**config.mk**
```make
export PLATFORM = sky130hd
export DESIGN_NAME = gray_counter_flat
export DESIGN_NICKNAME = d
export VERILOG_FILES = /design/src/rtl/gray_pkg.sv /design/src/rtl/gray_counter_if.sv /design/src/rtl/bintogray.sv /design/src/rtl/gray_counter.sv /design/src/flat_wrapper.sv
export SDC_FILE = /design/constraint.sdc
export NUM_CORES = 1
export LEC_CHECK = 0
export CORE_MARGIN = 3
export CORE_UTILIZATION = 25
export CTS_BUF_LIST = sky130_fd_sc_hd__clkbuf_8
export DETAILED_ROUTE_END_ITERATION = 12
export GPL_TIMING_DRIVEN = 0
export PLACE_DENSITY = 0.48
export RECOVER_POWER = 100
export SYNTH_ARGS = -nofsm -noshare
export SYNTH_HDL_FRONTEND = slang
export SYNTH_SLANG_ARGS = --single-unit
```
**constraint.sdc**
```tcl
create_clock -name clk -period 3.3 [get_ports clk]
set_input_delay 0.66 -clock clk [delete_from_list [all_inputs] [get_ports clk]]
set_output_delay 0.66 -clock clk [all_outputs]
set_load 0.1 [all_outputs]
```
**src/rtl/gray_pkg.sv**
```systemverilog
// gray_pkg -- constants shared by the Gray-code counter family.
//   GRAY_WIDTH_MIN / GRAY_WIDTH_MAX : legal range for the WIDTH parameter
//   DIR_UP / DIR_DN                 : encoding of the up_dn input
package gray_pkg;
    localparam int   GRAY_WIDTH_MIN = 2;
    localparam int   GRAY_WIDTH_MAX = 16;
    localparam logic DIR_UP         = 1'b1;
    localparam logic DIR_DN         = 1'b0;
endpackage

```
**src/rtl/gray_counter_if.sv**
```systemverilog
// gray_counter_if -- control and status bundle of gray_counter.
//   en, up_dn, load, load_val : control from the master
//   G, tc, at_max, at_min     : count status from the counter (slave)
interface gray_counter_if #(
    parameter int WIDTH = 4
);
    logic             en;
    logic             up_dn;
    logic             load;
    logic [WIDTH-1:0] load_val;
    logic [WIDTH-1:0] G;
    logic             tc;
    logic             at_max;
    logic             at_min;

    modport master (
        output en, up_dn, load, load_val,
        input  G, tc, at_max, at_min
    );

    modport slave (
        input  en, up_dn, load, load_val,
        output G, tc, at_max, at_min
    );
endinterface

```
**src/rtl/bintogray.sv**
```systemverilog
// bintogray -- combinational binary-to-Gray encoder.
//   b : binary input (WIDTH bits)
//   g : Gray-coded output, g = b ^ (b >> 1)
module bintogray #(
    parameter int WIDTH = 4
) (
    input  logic [WIDTH-1:0] b,
    output logic [WIDTH-1:0] g
);
    assign g = b ^ (b >> 1);
endmodule

```
**src/rtl/gray_counter.sv**
```systemverilog
// gray_counter -- Gray-code up/down counter with parallel load,
// terminal-count pulse and optional saturation at the bounds.
//   clk    : rising-edge clock
//   rst_n  : asynchronous, active-low reset
//   cif    : slave side of gray_counter_if
//            en / up_dn / load / load_val in, G / tc / at_max / at_min out
// A binary count is kept internally; the Gray register is loaded from the
// encoded next-count on the same edge, so G is always a flop output.
module gray_counter
    import gray_pkg::*;
#(
    parameter int WIDTH    = 4,
    parameter bit SATURATE = 1'b0
) (
    input  logic           clk,
    input  logic           rst_n,
    gray_counter_if.slave  cif
);
    localparam logic [WIDTH-1:0] CNT_MAX = '1;
    localparam logic [WIDTH-1:0] CNT_ONE = WIDTH'(1);

    generate
        if (WIDTH < GRAY_WIDTH_MIN || WIDTH > GRAY_WIDTH_MAX) begin : g_width_chk
            $error("gray_counter: WIDTH out of range");
        end
    endgenerate

    logic [WIDTH-1:0] cnt_q, cnt_d;
    logic [WIDTH-1:0] g_q, g_d;
    logic             tc_q, tc_d;

    always_comb begin
        cnt_d = cnt_q;
        tc_d  = 1'b0;
        if (cif.load) begin
            cnt_d = cif.load_val;
        end else if (cif.en && cif.up_dn == DIR_UP) begin
            if (cnt_q == CNT_MAX) begin
                tc_d  = 1'b1;
                cnt_d = SATURATE ? cnt_q : '0;
            end else begin
                cnt_d = cnt_q + CNT_ONE;
            end
        end else if (cif.en && cif.up_dn == DIR_DN) begin
            if (cnt_q == '0) begin
                tc_d  = 1'b1;
                cnt_d = SATURATE ? cnt_q : CNT_MAX;
            end else begin
                cnt_d = cnt_q - CNT_ONE;
            end
        end
    end

    // Encode the next count so G lands in step with cnt on the same edge.
    bintogray #(.WIDTH(WIDTH)) u_bintogray (
        .b (cnt_d),
        .g (g_d)
    );

    always_ff @(posedge clk or negedge rst_n) begin
        if (!rst_n) begin
            cnt_q <= '0;
            g_q   <= '0;
            tc_q  <= 1'b0;
        end else begin
            cnt_q <= cnt_d;
            g_q   <= g_d;
            tc_q  <= tc_d;
        end
    end

    assign cif.G      = g_q;
    assign cif.tc     = tc_q;
    assign cif.at_max = (cnt_q == CNT_MAX);
    assign cif.at_min = (cnt_q == '0);
endmodule
```
**src/flat_wrapper.sv**
```systemverilog
// flat-port wrapper written by rule: the top's interface ports become plain ports
module gray_counter_flat import gray_pkg::*;
#(
    parameter int WIDTH    = 4,
    parameter bit SATURATE = 1'b0
)
  (clk, rst_n, cif_en, cif_up_dn, cif_load, cif_load_val, cif_G, cif_tc, cif_at_max, cif_at_min);
  gray_counter_if #(.WIDTH(WIDTH)) cif_i ();
  input  logic clk;
  input  logic rst_n;
  input wire logic [$bits(cif_i.en)-1:0] cif_en;
  input wire logic [$bits(cif_i.up_dn)-1:0] cif_up_dn;
  input wire logic [$bits(cif_i.load)-1:0] cif_load;
  input wire logic [$bits(cif_i.load_val)-1:0] cif_load_val;
  output wire logic [$bits(cif_i.G)-1:0] cif_G;
  output wire logic [$bits(cif_i.tc)-1:0] cif_tc;
  output wire logic [$bits(cif_i.at_max)-1:0] cif_at_max;
  output wire logic [$bits(cif_i.at_min)-1:0] cif_at_min;
  assign cif_i.en = cif_en;
  assign cif_i.up_dn = cif_up_dn;
  assign cif_i.load = cif_load;
  assign cif_i.load_val = cif_load_val;
  assign cif_G = cif_i.G;
  assign cif_tc = cif_i.tc;
  assign cif_at_max = cif_i.at_max;
  assign cif_at_min = cif_i.at_min;
  gray_counter #(.WIDTH(WIDTH), .SATURATE(SATURATE)) u_core (.clk(clk), .rst_n(rst_n), .cif(cif_i));
endmodule
```
==> key figures, run 1 <==
GRT
  • Pin count of the biggest net entering global routing: 11
  • Vias in the first global route: 394
  • Antenna violations before repair: 0
  • Grt total ovfl: 0
  • Total track usage: 0.08121
  • First-pass GRT wire length: 1.628 mm

Die
  • Core footprint: between 0.002 and 0.0025 mm²
  • Die area: approximately 0.0027 mm²
  • Horiz. Die Dim: between 50 and 60 µm
  • Num ports: 16
  • FP Rows: 16
  • Starting Density: 0.2675
  • Die Y: roughly 52 µm

STA
  • Hold_ws: 0.6303 ns
  • Normalized max-slew margin: 0.3465
  • RSZ-0062 raised after global routing: false
  • Slew Viols, Final: 0
  • FMAX: 322.9 MHz
  • Slack of the critical path: 0.2034 ns
  • Final hold vios: 0
  • Final Skew: about 0.0019 ns
  • Final period util: 0.9384
  • Final Critical Period: between 3 and 4 ns
  • Setup TNS: 0 ns
  • Worst-Margin Slew: 0.9770 ns
  • Final setup fails: 0

Yosys
  • Post-synth EDFFs: 0
  • Post-synthesis sequential area ratio: 0.3738
  • Synth Instances: 51
  • Synth async-reset ratio: 1.000
  • Synth warn: 0
  • Seq cells post-synth: 8
  • Top post-synthesis cells by count: 8 x dfrtp_1, 4 x inv_1, 4 x xnor2_1
  • Synth top area share: 0.3738
  • Mapped Nets: 62
  • Mapped Area: 535.5 µm²
  • Synth cell types: 29
  • Synth top area cells: dfrtp_1 37%, xnor2_1 6.5%, buf_8 5.6%, ha_1 4.7%, mux2i_1 3.7%
  • Main synth FF type: dfrtp_1
  • Largest area contributor in the netlist: dfrtp_1
  • Most common cell in the netlist: dfrtp_1
  • Syn avg cell area: 10.50 µm²

Worst setup path
  • Worst Path Required: 2.64 ns
  • Buffer and inverter count on the worst path: 2
  • CP Launch Type: flip-flop
  • CP max stage delay: 1.24 ns
  • Crit path kind: reg2out
  • Endpoint type of the worst setup path: output pin
  • Critical path arrival: around 2.4 ns
  • Crit path cell chain: inv_1 > ha_1 > nor3b_2 > dlygate4sd3_1
  • CP max stage cell: dlygate4sd3_1
  • Maximum fanout along the worst path: 7
  • Top delay family on crit path: buffers and inverters

Clock network
  • CTS Root Cell: clkbuf_8
  • Num CTS Buffers: 3
  • Post-CTS Resized: 0
  • Worst-path clk slew: 0.04 ns
  • Sinks on Clock Net: 8
  • Max clock buf depth: 2
  • Worst-Skew Late Latency: 0.22 ns
  • H-tree depth: 1
  • Cts hold-fix bufs: 0
  • CTS tree: yes
  • Setup bufs post-CTS: 0

Routing
  • Post-route ant nets: 0
  • Via count: 407
  • Drt wl/cell: around 11 µm
  • First-pass DRT Iterations: 4
  • Routed vias/inst: 4.376
  • DRT Wirelength: 1.010 mm
  • 1st-iter DRT viols: 11
  • # DRC: 0

Placed design
  • Post-placement worst setup slack: 0.4738 ns
  • Cells after DPL: 90
  • Placed standard-cell area: 694.4 µm²
  • PortBufs: 12
  • DP Wirelength: 809.5 µm
  • GP Congestion: 0.7867

Layout
  • Area grow syn2layout: 36.92%
  • Non-Filler Instances: 93
  • Layout Utilization: 0.3663
  • Number of nets in the layout: 79
  • Share of layout cells above drive strength 1: 0.1667
  • Antenna cells: 0
  • FILL cells: 217
  • Final Cell Area: 733.2 µm²

Power and ir drop
  • Pwr Total: about 470 µW
  • Power Dens Cells: 638.1 mW/mm²
  • Leak: 0.3182 nW
  • VDD IR-drop max: 0.0004335 V

Hold path
  • Hold crit path type: in2reg

Outcome
  • Status: finished clean

Run
  • Max-cap violations: 0
==> layout by cell type (no fill, tap or decap), drive strengths merged <==
master         instances
dlygate4sd3            8
dfrtp                  8
xnor2                  4
inv                    4
clkdlybuf4s50          4
buf                    4
nand2                  3
o21ai                  3
clkbuf                 3
nor2                   3
mux2i                  2
nand3b                 2
or3                    2
ha                     2
nor3b                  2
mux2                   2
and3                   1
a21oi                  1
o211ai                 1
o221ai                 1
a211oi                 1
nand2b                 1
nand4b                 1
a311o                  1
o311a                  1
xor2                   1
==> cells by family (layout without fill, tap and decap cells) <==
| logic type | count (synthesis) | in the layout | share of synthesized area |
|---|---|---|---|
| compound gates | 9 | 9 | 0.1215 |
| xor+xnor | 5 | 5 | 0.08177 |
| mux | 4 | 4 | 0.08644 |
| buf+inv | 8 | 23 | 0.1192 |
| flops | 8 | 8 | 0.3738 |
| fa+ha+maj | 2 | 2 | 0.04672 |
| simple gates | 15 | 15 | 0.1706 |
==> metal layers <==
layer / global-route usage / vias up / share of wire
met5: 0 / - / 0
met4: 0.01277 / 0 / 0
met3: 0.03419 / 0 / 0.063
met2: 0.1405 / 11 / 0.48
met1: 0.09391 / 190 / 0.46
li1: - / 206 / -
==> final timing paths <==
check | from | slack [ns] | end | depth (start not counted)
worst max-delay path | u_core.cnt_q[0] | 0.20 | cif_at_min | 4
worst min-delay path | cif_load | 0.63 | u_core.cif.tc | 2
worst max register to register | u_core.cnt_q[0] | 1.43 | u_core.cif.G[2] | 6
worst min register to register | u_core.cnt_q[2] | 0.77 | u_core.cif.tc | 3
max in group asynchronous | rst_n | 2.25 | u_core.cif.G[0] | 1
min in group asynchronous | rst_n | 0.78 | u_core.cif.G[2] | 1
==> flip-flops by register name (all words and copies together) (netlist names) <==
| name | cells |
|---|---|
| u_core.cif.tc | 1 |
| u_core.cnt_q | 4 |
| u_core.cif.G | 3 |
==> cell type report <==
| type | count | area [µm²] | share of cell area |
|---|---|---|---|
| sequential | 8 | 200.2 | 0.2730 |
| tap | 27 | 33.78 | 0.04608 |
| timing repair buffer | 12 | 120.1 | 0.1638 |
| clock buffer | 3 | 41.29 | 0.05631 |
| inverter | 4 | 15.01 | 0.02048 |
| buffer | 4 | 48.80 | 0.06655 |
| multi-input combinational | 35 | 274.0 | 0.3737 |
==> power breakdown <==
group	internal (mW)	switching [mW]	total (mW)
Combinational	0.0650	0.157	0.222
Clock	0.0786	0.0339	0.113
Sequential	0.117	0.0158	0.133
No activity file was read; power rests on OpenSTA's default activity.
==> run 2: changes to the inputs <==
--- a/config.mk
+++ b/config.mk
@@ -5,6 +5,7 @@
 export SDC_FILE = /design/constraint.sdc
 export NUM_CORES = 1
 export LEC_CHECK = 0
+export ABC_CLOCK_PERIOD_IN_PS = 3300
 export CORE_MARGIN = 3
 export CORE_UTILIZATION = 25
 export CTS_BUF_LIST = sky130_fd_sc_hd__clkbuf_8
==> results of run 2 <==
Final layout, timing and power as in run 1 (identical DEF).
==> run 3: changes to the inputs <==
--- a/config.mk
+++ b/config.mk
@@ -6,12 +6,12 @@
 export NUM_CORES = 1
 export LEC_CHECK = 0
 export ABC_CLOCK_PERIOD_IN_PS = 3300
-export CORE_MARGIN = 3
-export CORE_UTILIZATION = 25
+export CORE_AREA = 3 3 40 42
 export CTS_BUF_LIST = sky130_fd_sc_hd__clkbuf_8
 export DETAILED_ROUTE_END_ITERATION = 12
+export DIE_AREA = 0 0 43 45
 export GPL_TIMING_DRIVEN = 0
-export PLACE_DENSITY = 0.48
+export PLACE_DENSITY = 0.7
 export RECOVER_POWER = 100
 export SYNTH_ARGS = -nofsm -noshare
 export SYNTH_HDL_FRONTEND = slang
==> run 3 against run 2 <==
Core utilization is 19 points higher. Flip-flop and latch count stayed put. Critical path depth unchanged. Largest cell class unchanged. First-iteration DRC count down 73%. Critical path type unchanged. Highest routed layer is now met4. Design area down 2.0%. Cell count fell by 13%.
==> key figures, run 3 (synthesis gave the netlist of run 1 again) <==
GRT
  • Pin count of the biggest net entering global routing: 11 (unchanged)
  • Vias in the first global route: 369 (-6.3%)
  • Antenna violations before repair: 0 (unchanged)
  • First-pass GRT wire length: 1.628 mm (unchanged)
  • Grt total ovfl: 0 (unchanged)
  • Total track usage: 0.1205 (+0.03926)

Placed design
  • DP Wirelength: 738.1 µm (-8.8%)
  • Post-placement worst setup slack: 0.5079 ns (+0.03414 ns)
  • PortBufs: 12 (unchanged)
  • GP Congestion: 0.6603 (-16%)

Worst setup path
  • CP Launch Type: flip-flop
  • Crit path kind: reg2out
  • Worst R2R Path Depth: 6 (unchanged)
  • Critical path arrival: 2.44 ns (about the same)
  • Maximum fanout along the worst path: 7 (unchanged)
  • Worst Path Required: 2.64 ns (about the same)
  • Endpoint type of the worst setup path: output pin

Power and ir drop
  • Clock Power Share: 0.243 (+0.002)
  • Combinational share of power: 0.472 (-0.003)
  • Sw Share: 0.4429 (+0.0006916)
  • Power Dens Cells: 652.2 mW/mm² (+2.2%)
  • Leak: 0.3182 nW (unchanged)
  • Cell internal pwr: 261.0 µW (about the same)
  • Register share of total power: 0.285 (about the same)
  • VDD IR-drop max: 0.0003643 V (-16%)
  • Sw power: 207.5 µW (+0.28%)

Outcome
  • Status: finished clean

STA
  • Slack of the critical path: 0.2048 ns (+0.001426 ns)
  • Slew Viols, Final: 0 (unchanged)
  • Final Critical Period: 3.095 ns (-0.001426 ns)
  • Final hold vios: 0 (unchanged)
  • Final Skew: 0.002171 ns (+0.0002983 ns)
  • FMAX: 323.1 MHz (about the same)
  • Final period util: 0.9379 (about the same)
  • RSZ-0062 raised after global routing: false
  • Normalized max-slew margin: 0.3423 (-0.004189)
  • Worst-Margin Slew: 0.9833 ns (+0.006262 ns)
  • Setup TNS: 0 ns (unchanged)
  • Final setup fails: 0 (unchanged)

Clock network
  • CTS tree: yes
  • Num CTS Buffers: 3 (unchanged)
  • Setup bufs post-CTS: 0 (unchanged)
  • Post-CTS Resized: 0 (unchanged)
  • Max clock buf depth: 2 (unchanged)
  • CTS Root Cell: clkbuf_8
  • Cts hold-fix bufs: 0 (unchanged)
  • Worst-path clk slew: 0.04 ns (about the same)
  • Worst-Skew Late Latency: 0.23 ns (about the same)
  • Sinks on Clock Net: 8 (unchanged)
  • H-tree depth: 1 (unchanged)

Die
  • Horiz. Die Dim: 43 µm (-18%)
  • Core footprint: 0.001285 mm² (-36%)
  • FP Rows: 13 (-3)
  • Num ports: 16 (unchanged)
  • Die area: 0.001935 mm² (-29%)
  • Starting Density: 0.4167 (+0.1492)
  • Die Y: 45 µm (-14%)

Routing
  • Drt wl/cell: 12.04 µm (+11%)
  • Routed vias/inst: 5.025 (+15%)
  • Via count: 407 (unchanged)
  • Post-route ant nets: 0 (unchanged)
  • First-pass DRT Iterations: 3 (-1)
  • # DRC: 0 (unchanged)
  • DRT Wirelength: 975 µm (-3.5%)
  • 1st-iter DRT viols: 3 (-8)

Layout
  • Area grow syn2layout: 34.11%
  • Most frequent cells in the layout: 8 x dlygate4sd3_1, 8 x dfrtp_1, 4 x xnor2_1, 4 x inv_1, 4 x clkdlybuf4s50_1
  • Antenna cells: 0 (unchanged)
  • Max reg flops: 4 (unchanged)
  • Top reg by flops: u_core.cnt_q
  • Share of layout cells above drive strength 1: 0.1667 (unchanged)
  • FILL cells: 115 (-47%)
  • Number of nets in the layout: 79 (unchanged)

Run
  • Max-cap violations: 0 (unchanged)

Hold path
  • Min-Delay Path Depth: 2 (unchanged)
  • Hold crit path type: in2reg
run 3: worst max-delay path: stages, from the launching register on:
cell and delay [ns]:
dfrtp_1 0.45, inv_1 0.10, ha_1 0.18, nor3b_2 0.24
dlygate4sd3_1 1.24
run 3: per-stage QoR:
stage                     cell area (µm²)  utilization  std cells  total power, mW  hold WS (ns)
after global placement              679.4       0.5287         78           0.3640        0.7563
after detailed placement            679.4       0.5287         78           0.3664        0.7634
after global routing                718.2       0.5589         81           0.4951        0.6320
final                               718.2       0.5589         81           0.4684        0.6339
after floorplan                     540.5            -         51           0.3139        0.3644
after CTS                           720.7       0.5609         81           0.4840        0.6335
run 3: per-layer routing:
layer,global-route usage,up-vias,part of all wire
met2,0.1916,14,0.49
met1,0.1297,183,0.44
met5,0,-,0
li1,-,208,-
met4,0.07229,0,0.0082
met3,0.05976,2,0.057
run 3: layout make-up:
| cell class | count | area (µm²) | share of cell area |
|---|---|---|---|
| inverters | 4 | 15.01 | 0.02091 |
| flip-flops and latches | 8 | 200.2 | 0.2787 |
| plain buffers | 4 | 48.80 | 0.06794 |
| well taps | 15 | 18.77 | 0.02613 |
| clock buffers | 3 | 41.29 | 0.05749 |
| multi-input cells | 35 | 274.0 | 0.3815 |
| repair buffers | 12 | 120.1 | 0.1672 |
run 3: power by group through the flow:
stage	Combinational, mW	Clock, mW	Sequential, mW
6_report	0.221	0.114	0.134
3_5_place_dp	0.230	0	0.136
4_1_cts	0.231	0.118	0.135
2_1_floorplan	0.0947	0	0.219
3_3_place_gp	0.229	0	0.135
5_1_grt	0.233	0.125	0.137
run 3: worst paths after layout:
path / from / to / slack (ns)
max reg2reg: u_core.cnt_q[0] / u_core.cif.G[2] / 1.45
min: cif_load / u_core.cif.tc / 0.63
max: u_core.cnt_q[0] / cif_at_min / 0.20
max in group asynchronous: rst_n / u_core.cnt_q[0] / 2.27
min in group asynchronous: rst_n / u_core.cif.G[1] / 0.77
min reg2reg: u_core.cnt_q[2] / u_core.cif.tc / 0.77
